$ cat src/rtl/hex_display_ctrl.sv
// N-digit seven-segment display controller: hex, unsigned/signed decimal (sequential
// double-dabble) or blank rendering, with per-digit blink and sticky overflow.
module hex_display_ctrl #(
    parameter int unsigned NUM_DIGITS = 6,
    parameter int unsigned DATA_W     = 24,
    parameter int unsigned BLINK_DIV  = 25000000,
    parameter bit          ACTIVE_LOW = 1'b1
) (
    input  logic                    clk_clk,
    input  logic                    reset_reset,
    input  logic                    in_valid,
    output logic                    in_ready,
    input  logic [DATA_W-1:0]       in_data,
    input  logic [1:0]              in_mode,
    input  logic [NUM_DIGITS-1:0]   blink_mask,
    output logic [7*NUM_DIGITS-1:0] seg_out,
    output logic                    busy,
    output logic                    overflow
);

    localparam int unsigned BCD_W  = 4 * NUM_DIGITS;
    localparam int unsigned SEG_W  = 7 * NUM_DIGITS;
    localparam int unsigned PAD_W  = (BCD_W > DATA_W) ? BCD_W : DATA_W;
    localparam int unsigned ITER_W = $clog2(DATA_W);
    localparam int unsigned CNT_W  = (BLINK_DIV > 1) ? $clog2(BLINK_DIV) : 1;

    localparam logic [1:0] MODE_HEX   = 2'd0;
    localparam logic [1:0] MODE_UDEC  = 2'd1;
    localparam logic [1:0] MODE_SDEC  = 2'd2;
    localparam logic [1:0] MODE_BLANK = 2'd3;

    localparam logic [6:0] SEG_E     = 7'h79;
    localparam logic [6:0] SEG_MINUS = 7'h40;

    typedef enum logic [1:0] {
        IDLE    = 2'd0,
        CONVERT = 2'd1,
        LOAD    = 2'd2
    } state_t;

    state_t state, state_next;
    logic   accept_c;
    logic   last_iter_c;

    logic [1:0]        mode_q;
    logic              sign_q;
    logic [DATA_W-1:0] data_q;
    logic [BCD_W-1:0]  bcd_q;
    logic [BCD_W-1:0]  bcd_adj_c;
    logic              ovf_q;
    logic [ITER_W-1:0] iter_q;

    logic [PAD_W-1:0]  hex_pad_c;
    logic [SEG_W-1:0]  digit_c;
    logic [SEG_W-1:0]  digit_q;
    logic [SEG_W-1:0]  gated_c;
    logic              dec_ovf_c;
    logic              seen_c;
    logic [3:0]        dnib_c;

    logic [CNT_W-1:0]  blink_cnt;
    logic              blink_phase;

    // Active-high segment pattern, bit0 = a .. bit6 = g.
    function automatic logic [6:0] hex_font(input logic [3:0] n);
        logic [6:0] s;
        s = 7'h00;
        case (n)
            4'h0: s = 7'h3F;
            4'h1: s = 7'h06;
            4'h2: s = 7'h5B;
            4'h3: s = 7'h4F;
            4'h4: s = 7'h66;
            4'h5: s = 7'h6D;
            4'h6: s = 7'h7D;
            4'h7: s = 7'h07;
            4'h8: s = 7'h7F;
            4'h9: s = 7'h6F;
            4'hA: s = 7'h77;
            4'hB: s = 7'h7C;
            4'hC: s = 7'h39;
            4'hD: s = 7'h5E;
            4'hE: s = 7'h79;
            default: s = 7'h71;
        endcase
        return s;
    endfunction

    always_ff @(posedge clk_clk or posedge reset_reset) begin
        if (reset_reset) begin
            state <= IDLE;
        end else begin
            state <= state_next;
        end
    end

    assign last_iter_c = (iter_q == ITER_W'(DATA_W - 1));

    always_comb begin
        state_next = state;
        accept_c   = 1'b0;
        case (state)
            IDLE: begin
                if (in_valid) begin
                    accept_c   = 1'b1;
                    state_next = ((in_mode == MODE_UDEC) || (in_mode == MODE_SDEC)) ? CONVERT : LOAD;
                end
            end
            CONVERT: begin
                if (last_iter_c) begin
                    state_next = LOAD;
                end
            end
            LOAD:    state_next = IDLE;
            default: state_next = IDLE;
        endcase
    end

    always_ff @(posedge clk_clk or posedge reset_reset) begin
        if (reset_reset) begin
            in_ready <= 1'b1;
            busy     <= 1'b0;
        end else begin
            in_ready <= (state_next == IDLE);
            busy     <= (state_next == CONVERT);
        end
    end

    // Add-3 correction applied to every BCD digit before each shift.
    always_comb begin
        bcd_adj_c = bcd_q;
        for (int i = 0; i < int'(NUM_DIGITS); i++) begin
            if (bcd_q[4*i +: 4] >= 4'd5) begin
                bcd_adj_c[4*i +: 4] = bcd_q[4*i +: 4] + 4'd3;
            end
        end
    end

    always_ff @(posedge clk_clk or posedge reset_reset) begin
        if (reset_reset) begin
            mode_q <= MODE_BLANK;
            sign_q <= 1'b0;
            data_q <= '0;
            bcd_q  <= '0;
            ovf_q  <= 1'b0;
            iter_q <= '0;
        end else if (accept_c) begin
            mode_q <= in_mode;
            sign_q <= (in_mode == MODE_SDEC) && in_data[DATA_W-1];
            data_q <= ((in_mode == MODE_SDEC) && in_data[DATA_W-1]) ? (~in_data + DATA_W'(1)) : in_data;
            bcd_q  <= '0;
            ovf_q  <= 1'b0;
            iter_q <= '0;
        end else if (state == CONVERT) begin
            bcd_q  <= {bcd_adj_c[BCD_W-2:0], data_q[DATA_W-1]};
            data_q <= {data_q[DATA_W-2:0], 1'b0};
            ovf_q  <= ovf_q | bcd_adj_c[BCD_W-1];
            iter_q <= iter_q + ITER_W'(1);
        end
    end

    assign hex_pad_c = PAD_W'(data_q);

    // Digit codes with leading-zero blanking, sign and overflow substitution.
    always_comb begin
        digit_c   = '0;
        seen_c    = 1'b0;
        dnib_c    = 4'd0;
        dec_ovf_c = ovf_q | ((mode_q == MODE_SDEC) && (bcd_q[BCD_W-1 -: 4] != 4'd0));
        for (int i = int'(NUM_DIGITS) - 1; i >= 0; i--) begin
            dnib_c = bcd_q[4*i +: 4];
            seen_c = seen_c | (dnib_c != 4'd0) | (i == 0);
            case (mode_q)
                MODE_HEX: digit_c[7*i +: 7] = hex_font(hex_pad_c[4*i +: 4]);
                MODE_UDEC, MODE_SDEC: begin
                    if (dec_ovf_c) begin
                        digit_c[7*i +: 7] = SEG_E;
                    end else if (seen_c) begin
                        digit_c[7*i +: 7] = hex_font(dnib_c);
                    end
                end
                default: digit_c[7*i +: 7] = 7'h00;
            endcase
        end
        if ((mode_q == MODE_SDEC) && sign_q && !dec_ovf_c) begin
            digit_c[SEG_W-1 -: 7] = SEG_MINUS;
        end
    end

    always_ff @(posedge clk_clk or posedge reset_reset) begin
        if (reset_reset) begin
            digit_q  <= '0;
            overflow <= 1'b0;
        end else if (state == LOAD) begin
            digit_q  <= digit_c;
            overflow <= ((mode_q == MODE_UDEC) || (mode_q == MODE_SDEC)) && dec_ovf_c;
        end
    end

    // Free-running blink timebase.
    always_ff @(posedge clk_clk or posedge reset_reset) begin
        if (reset_reset) begin
            blink_cnt   <= '0;
            blink_phase <= 1'b0;
        end else if (blink_cnt == CNT_W'(BLINK_DIV - 1)) begin
            blink_cnt   <= '0;
            blink_phase <= ~blink_phase;
        end else begin
            blink_cnt   <= blink_cnt + CNT_W'(1);
        end
    end

    always_comb begin
        gated_c = digit_q;
        for (int i = 0; i < int'(NUM_DIGITS); i++) begin
            if (blink_phase && blink_mask[i]) begin
                gated_c[7*i +: 7] = 7'h00;
            end
        end
    end

    always_ff @(posedge clk_clk or posedge reset_reset) begin
        if (reset_reset) begin
            seg_out <= {SEG_W{ACTIVE_LOW}};
        end else begin
            seg_out <= gated_c ^ {SEG_W{ACTIVE_LOW}};
        end
    end

endmodule
$ cat config.mk
export PLATFORM = sky130hd
export DESIGN_NAME = hex_display_ctrl
export DESIGN_NICKNAME = d
export VERILOG_FILES = /design/src/rtl/hex_display_ctrl.sv
export SDC_FILE = /design/constraint.sdc
export NUM_CORES = 1
export LEC_CHECK = 0
export CORE_MARGIN = 1.5
export CORE_UTILIZATION = 35
export CTS_BUF_LIST = sky130_fd_sc_hd__clkbuf_8 sky130_fd_sc_hd__clkbuf_16
export DETAILED_ROUTE_END_ITERATION = 8
export GPL_TIMING_DRIVEN = 1
export SLEW_MARGIN = 10
export SYNTH_ARGS = -nofsm -noshare
export SYNTH_HDL_FRONTEND = slang
export SYNTH_SLANG_ARGS = --single-unit
$ cat constraint.sdc
create_clock -name clk_clk -period 12.35 [get_ports clk_clk]
set_clock_uncertainty 0.05 [all_clocks]
set_input_delay 1.8525 -clock clk_clk [delete_from_list [all_inputs] [get_ports clk_clk]]
set_output_delay 1.8525 -clock clk_clk [all_outputs]
set_load 0.01 [all_outputs]
* Word-level counts from Yosys, hierarchy flattened *
Memory sizes are Yosys's and may differ from the RTL's.
Cells that the tools add are included.

word-level totals
  register bits = 172
  ROM bits = 1344
  bits of input ports = 35
  output and inout bits = 45
  logic and storage cells = 129
  memories = 12

memory list
  name             depth  bits a word  rd ports  clocked after memory_dff  wr ports  RTL line  source
  (no name shown)  16     7            1         0                         0         68        case (n)
  (no name shown)  16     7            1         0                         0         68
  (no name shown)  16     7            1         0                         0         68
  (no name shown)  16     7            1         0                         0         68
  (no name shown)  16     7            1         0                         0         68
  (no name shown)  16     7            1         0                         0         68
  6 more memories  --     --           --        --                        --        --

operators by class
  $add $sub $neg = 9
  order comparisons = 6
  equal/unequal tests = 9
  mux-type cells = 46
  bitwise gates (word level) = 9
  reduce and logical (&&, ||, !) cells = 24

operators with widths
  operator                 count
  $mux W7                  18
  $mux W24                 5
  $pmux W7 S2              6
  $not A42 Y42             1
  $add A25 B1 Y25 const B  1
  $eq A25 B25 Y1 const B   1
  $mux W25                 1
  $add A24 B1 Y24 const B  1
  $add A4 B2 Y4 const B    6
  $ge A4 B3 Y1 const B     6
  $mux W4                  6
  $not A24 Y24             1
  $reduce_bool A4 Y1       5
  $logic_and A1 B1 Y1      11
  $mux W5                  2
  $eq A2 B1 Y1 const B     4
  $eq A2 B2 Y1 const B     3
  $logic_not A2 Y1         3
  $mux W2                  3
  $or A1 B1 Y1             6
  $add A5 B1 Y5 const B    1
  $eq A5 B5 Y1 const B     1
  $mux W1                  4
  $pmux W2 S2              1
  other kinds (5)          6

* Logic depth before layout (Yosys ltp) *
  word-level depth = 8
  mapped depth = 9

* Least setup slack after synthesis *
Ideal clock, no wire load.

  path type = input to register
  start point = input port in_data[16]
  end point = register data_q[22]
  library setup time = 111 ps
  arrival = 3102 ps
  setup slack = 9087 ps
  cell stages on the path = 5
  cell sequence = or3_4 -> or3_1 -> o21ai_1 -> xor2_1 -> a222oi_1

on the way
  longest elaborated chain between the ends = 4

ends and longest elaborated chain
  what                    RTL line  source
  start: declaration      13        input logic [DATA_W-1:0] in_data,
  $not A24 Y24            150       data_q <= ((in_mode == MODE_SDEC) && in_data[DATA_W-1]) ? (~in_data + DATA_W'(1)) : in_data;
  $add A24 B1 Y24         150
  $mux W24                150
  $mux W24                147       end else if (accept_c) begin
  end signal: assignment  150
  end signal: assignment  156       data_q <= {data_q[DATA_W-2:0], 1'b0};
  end: declaration        47        logic [DATA_W-1:0] data_q;

No other way between the ends.
A chain may end at the register's enable or synchronous reset.

* Worst setup path in the final report *
  start point = input port in_valid
  end point = register data_q[1]

on the way
  longest elaborated chain between the ends = 3
  elaborated cells between the ends (all ways) = 4

ends and longest elaborated chain
  what                                                   RTL line  source
  start: declaration                                     11        input logic in_valid,
  $mux W1 *                                              104       if (in_valid) begin
  $mux W1 *                                              102       case (state)
  $mux W24 / $reduce_bool A2 Y1 (equally long branches)  --

Every way passes the cells marked *; elsewhere a longest branch is shown, timed or not.

==> flow_summary_export.csv <==
group,metric,value,unit
place,quantity_of_i_o_buffers_inserted_on_ports,79,
route,route.detailed.wl_per_inst,17.3,µm
critical_path,cp.required,12.60,ns
floorplan,ioPinCount,80,
yosys,syn_avg_cell_area,9.24,µm²
pwr,power.density,224,nW/µm²
finish,num-nets-final,1314,
critical_path,critical_path.startpoint,"in_valid",
finish,multiInputGateArea,5860,µm²
yosys,synth_warnings,0,
critical_path,reg2reg_setup_slack,9.58,ns
yosys,adder_cell_share_of_the_synthesized_area,9.44,%
route,dr.first_iter.drc_count,756,
floorplan,die_width,178,µm
clock_tree,postCtsSetupRepairBufs,0,
hold_path,timing.hold.worst.class,"reg2reg",
route,detailroute.via_count,8727,
yosys,synthFlopType,"sky130_fd_sc_hd__dfrtp_1",
critical_path,regToRegStartpoint,"mode_q[0]$_DFFE_PP1P_",
timing,number_of_failing_hold_endpoints_at_the_final_stage,0,
yosys,ys_types,76,
timing,achievable-frequency,0.278,GHz
critical_path,critical_path.max_stage_delay,0.80,ns
pwr,power.switching,1170,µW
critical_path,peak_fanout_along_the_critical_path,13,
clock_tree,clk_pin_slew,0.07,ns
global_route,grt_first_pass_wirelength,44.5,mm
floorplan,die_height,178,µm
critical_path,cp-endpoint,"data_q[1]$_DFFE_PP0P_",
status,run_status,"complete, no violations",
clock_tree,worstSkewPairLatency,0.43,ns
yosys,synthesis.instances,1162,
place,dp_hpwl,19.9,mm
finish,n_fill_cell,2941,
pwr,comb_power_share,44.6,%
clock_tree,count_of_clock_tree_sinks,172,
yosys,synth-seq-area-share,40.6,%
critical_path,end_kind,"flop",
route,drc_errors,0,
route,routed_wl,27.7,mm
critical_path,cp-start-kind,"primary input",
timing,setup_violations,0,
critical_path,library_cell_contributing_the_largest_single_delay_on_the_critical_path,"sky130_fd_sc_hd__nor2b_1",
floorplan,initial_utilization,35.9,%
route,drt-pass1-iter-count,5,
clock_tree,htreeDepth,4,
timing,maxSlewHeadroom,31.1,%
route,vias_per_inst,5.45,
yosys,main_combinational_cell_family_by_area_after_synthesis,"compound AO/OA/AOI/OAI gates",
global_route,antenna_found_initial,0,
critical_path,path_cells,"clkdlybuf4s50_1, nor2b_1, nor2b_1, o211ai_1, o211ai_1, o21ai_0",
yosys,syn_nets,1278,
global_route,grt_pass1_vias,8155,
route,final_antenna_net_count,0,
yosys,synth-xor-area-share,4.33,%
pwr,peakVddDrop,0.104,mV
clock_tree,cts_hold_buffers,0,
floorplan,fp.dieArea,31700,µm²
pwr,power.internal,1590,µW
finish,area_delta_synth_final,14.9,%
pwr,static-leakage-power,0.00510,µW
yosys,postSynthRegisterBits,172,
finish,layout.area.seq,4360,µm²
critical_path,critPathArrivalTime,3.85,ns
pwr,power_frac_seq,36.9,%
yosys,synth-async-reset-ratio,100,%
critical_path,reg2regPathDepth,7,
timing,tightest_slew,1.03,ns
critical_path,crit_type,"in2reg",
finish,final_common_cell,"sky130_fd_sc_hd__nand2_1",
clock_tree,cts_tree,"built",
floorplan,core_area,29900,µm²
pwr,p_sw_share,42.5,%
timing,period_share,29.2,%
pwr,clockPowerShare,18.5,%
timing,setup-tns-final,0,ns
finish,layout-drive-gt1-share,9.50,%
global_route,globalRouteOverflowTotal,0,
yosys,synth_edf_count,0,
clock_tree,cts-root-buf,"sky130_fd_sc_hd__clkbuf_16",
global_route,gr-usage-all-layers,17.9,%
yosys,mux_share_of_post_synthesis_cell_area,2.08,%
timing,finalWorstPathRequiredPeriod,3.60,ns
floorplan,floorplan.rows,63,
run,drv.max_cap_violation_count,0,
finish,finish.utilization,41.3,%
timing,final_max_slew_viol_count,0,
timing,setup_repair_after_global_routing_missed_its_margin,"false",
clock_tree,cts_resized,0,
yosys,synth_area,10700,µm²
yosys,synth-compound-area-share,20.3,%
finish,layout.cells.most_common_list,"141 x sky130_fd_sc_hd__nand2_1, 127 x sky130_fd_sc_hd__dfrtp_1, 95 x sky130_fd_sc_hd__o21ai_0",
finish,insertedDiodeCount,0,
place,gp_congestion,0.869,
clock_tree,cts_buffers,17,
clock_tree,clock_path_buffers,2,
critical_path,reg2reg_to,"digit_q[7]$_DFFE_PP0N_",
global_route,grt_max_degree,103,
yosys,synth_simple_gate_area_share,18.4,%
final cells by class:
class                           count  share of cell area, %
Sequential cell                   172                   35.3
Multi-Input combinational cell    863                   47.5
Clock inverter                     12                  0.730
Clock buffer                       20                   3.78
Tap cell                          390                   3.96
Timing Repair Buffer               87                   6.90
Inverter                           57                   1.78
registers in the layout, summed over array words and instances, names as in the netlist, 2 cells and up:
signal and flops:
blink_cnt 25, data_q 24, mode_q 2, iter_q 5
bcd_q 24, state 2, digit_q 42, seg_out 42
critical path: cells and delay by family:
| family | cells | cell delay, ns |
|---|---|---|
| and+or+nand+nor | 2 | 1.04 |
| buffers and inverters | 1 | 0.48 |
| AOI/OAI and AO/OA | 3 | 0.47 |
power groups by stage:
stage,Combinational (µW),Sequential [µW],Clock (µW)
floorplan,874,923,0
global placement,1210,1020,0
detailed placement,1230,1030,0
CTS,1240,1020,518
global route,1380,1050,543
finish,1230,1020,510
metrics by stage:
stage	area (µm²)	hold slack [ns]	setup slack (ns)	cells	total power (µW)
after floorplan	10700	0.322	5.86	1162	1800
after global routing	12300	0.363	8.48	1601	2970
after detailed placement	11800	0.335	8.26	1569	2260
after CTS	12300	0.345	8.70	1601	2770
final	12300	0.342	8.75	1601	2760
after global placement	11800	0.333	8.27	1569	2240
logic make-up (layout without fill, tap and decap cells):
kind of cell | Yosys count | after routing
flops | 172 | 172
fa+ha+maj | 81 | 81
simple gates | 382 | 382
compound gates | 328 | 328
mux | 19 | 19
buf+inv | 127 | 176
xor+xnor | 53 | 53
routing by layer:
metal  track usage, %  wire length [µm]
met3             2.22              1380
met1             27.4             14100
met4             4.45               296
met5                0                 0
met2             26.3             11900
Yosys cell counts (21+ instances only):
| cell type | number | area (µm²) |
|---|---|---|
| sky130_fd_sc_hd__a22oi_1 | 21 | 158 |
| sky130_fd_sc_hd__nand2_1 | 141 | 529 |
| sky130_fd_sc_hd__xnor2_1 | 24 | 210 |
| sky130_fd_sc_hd__inv_1 | 57 | 214 |
| sky130_fd_sc_hd__nor2_1 | 64 | 240 |
| sky130_fd_sc_hd__a21oi_1 | 56 | 280 |
| sky130_fd_sc_hd__dfstp_2 | 45 | 1180 |
| sky130_fd_sc_hd__nand2b_1 | 30 | 188 |
| sky130_fd_sc_hd__o21ai_0 | 95 | 475 |
| sky130_fd_sc_hd__dfrtp_1 | 127 | 3180 |
| sky130_fd_sc_hd__nor2b_1 | 29 | 181 |
| sky130_fd_sc_hd__nand3_1 | 31 | 155 |
| sky130_fd_sc_hd__ha_1 | 81 | 1010 |
| sky130_fd_sc_hd__xor2_1 | 29 | 254 |
| sky130_fd_sc_hd__clkbuf_1 | 49 | 184 |
| sky130_fd_sc_hd__o211ai_1 | 29 | 218 |
how the worst min path moves through the flow:
| stage | cells after the start | slack, ns | end | startpoint |
|---|---|---|---|---|
| 2_1_floorplan | 1 | 0.32 | seg_out[0]$_DFF_PP1_ | digit_q[0]$_DFFE_PP0N_ |
| 5_1_grt | 1 | 0.36 | seg_out[10]$_DFF_PP1_ | digit_q[10]$_DFFE_PP0N_ |
| 4_1_cts | 1 | 0.34 | seg_out[2]$_DFF_PP1_ | digit_q[2]$_DFFE_PP0N_ |
| 6_report | 1 | 0.34 | seg_out[2]$_DFF_PP1_ | digit_q[2]$_DFFE_PP0N_ |
| 3_3_place_gp | 1 | 0.33 | seg_out[2]$_DFF_PP1_ | digit_q[2]$_DFFE_PP0N_ |
| 3_5_place_dp | 1 | 0.34 | seg_out[2]$_DFF_PP1_ | digit_q[2]$_DFFE_PP0N_ |
Power figures use the tool's default switching activity.
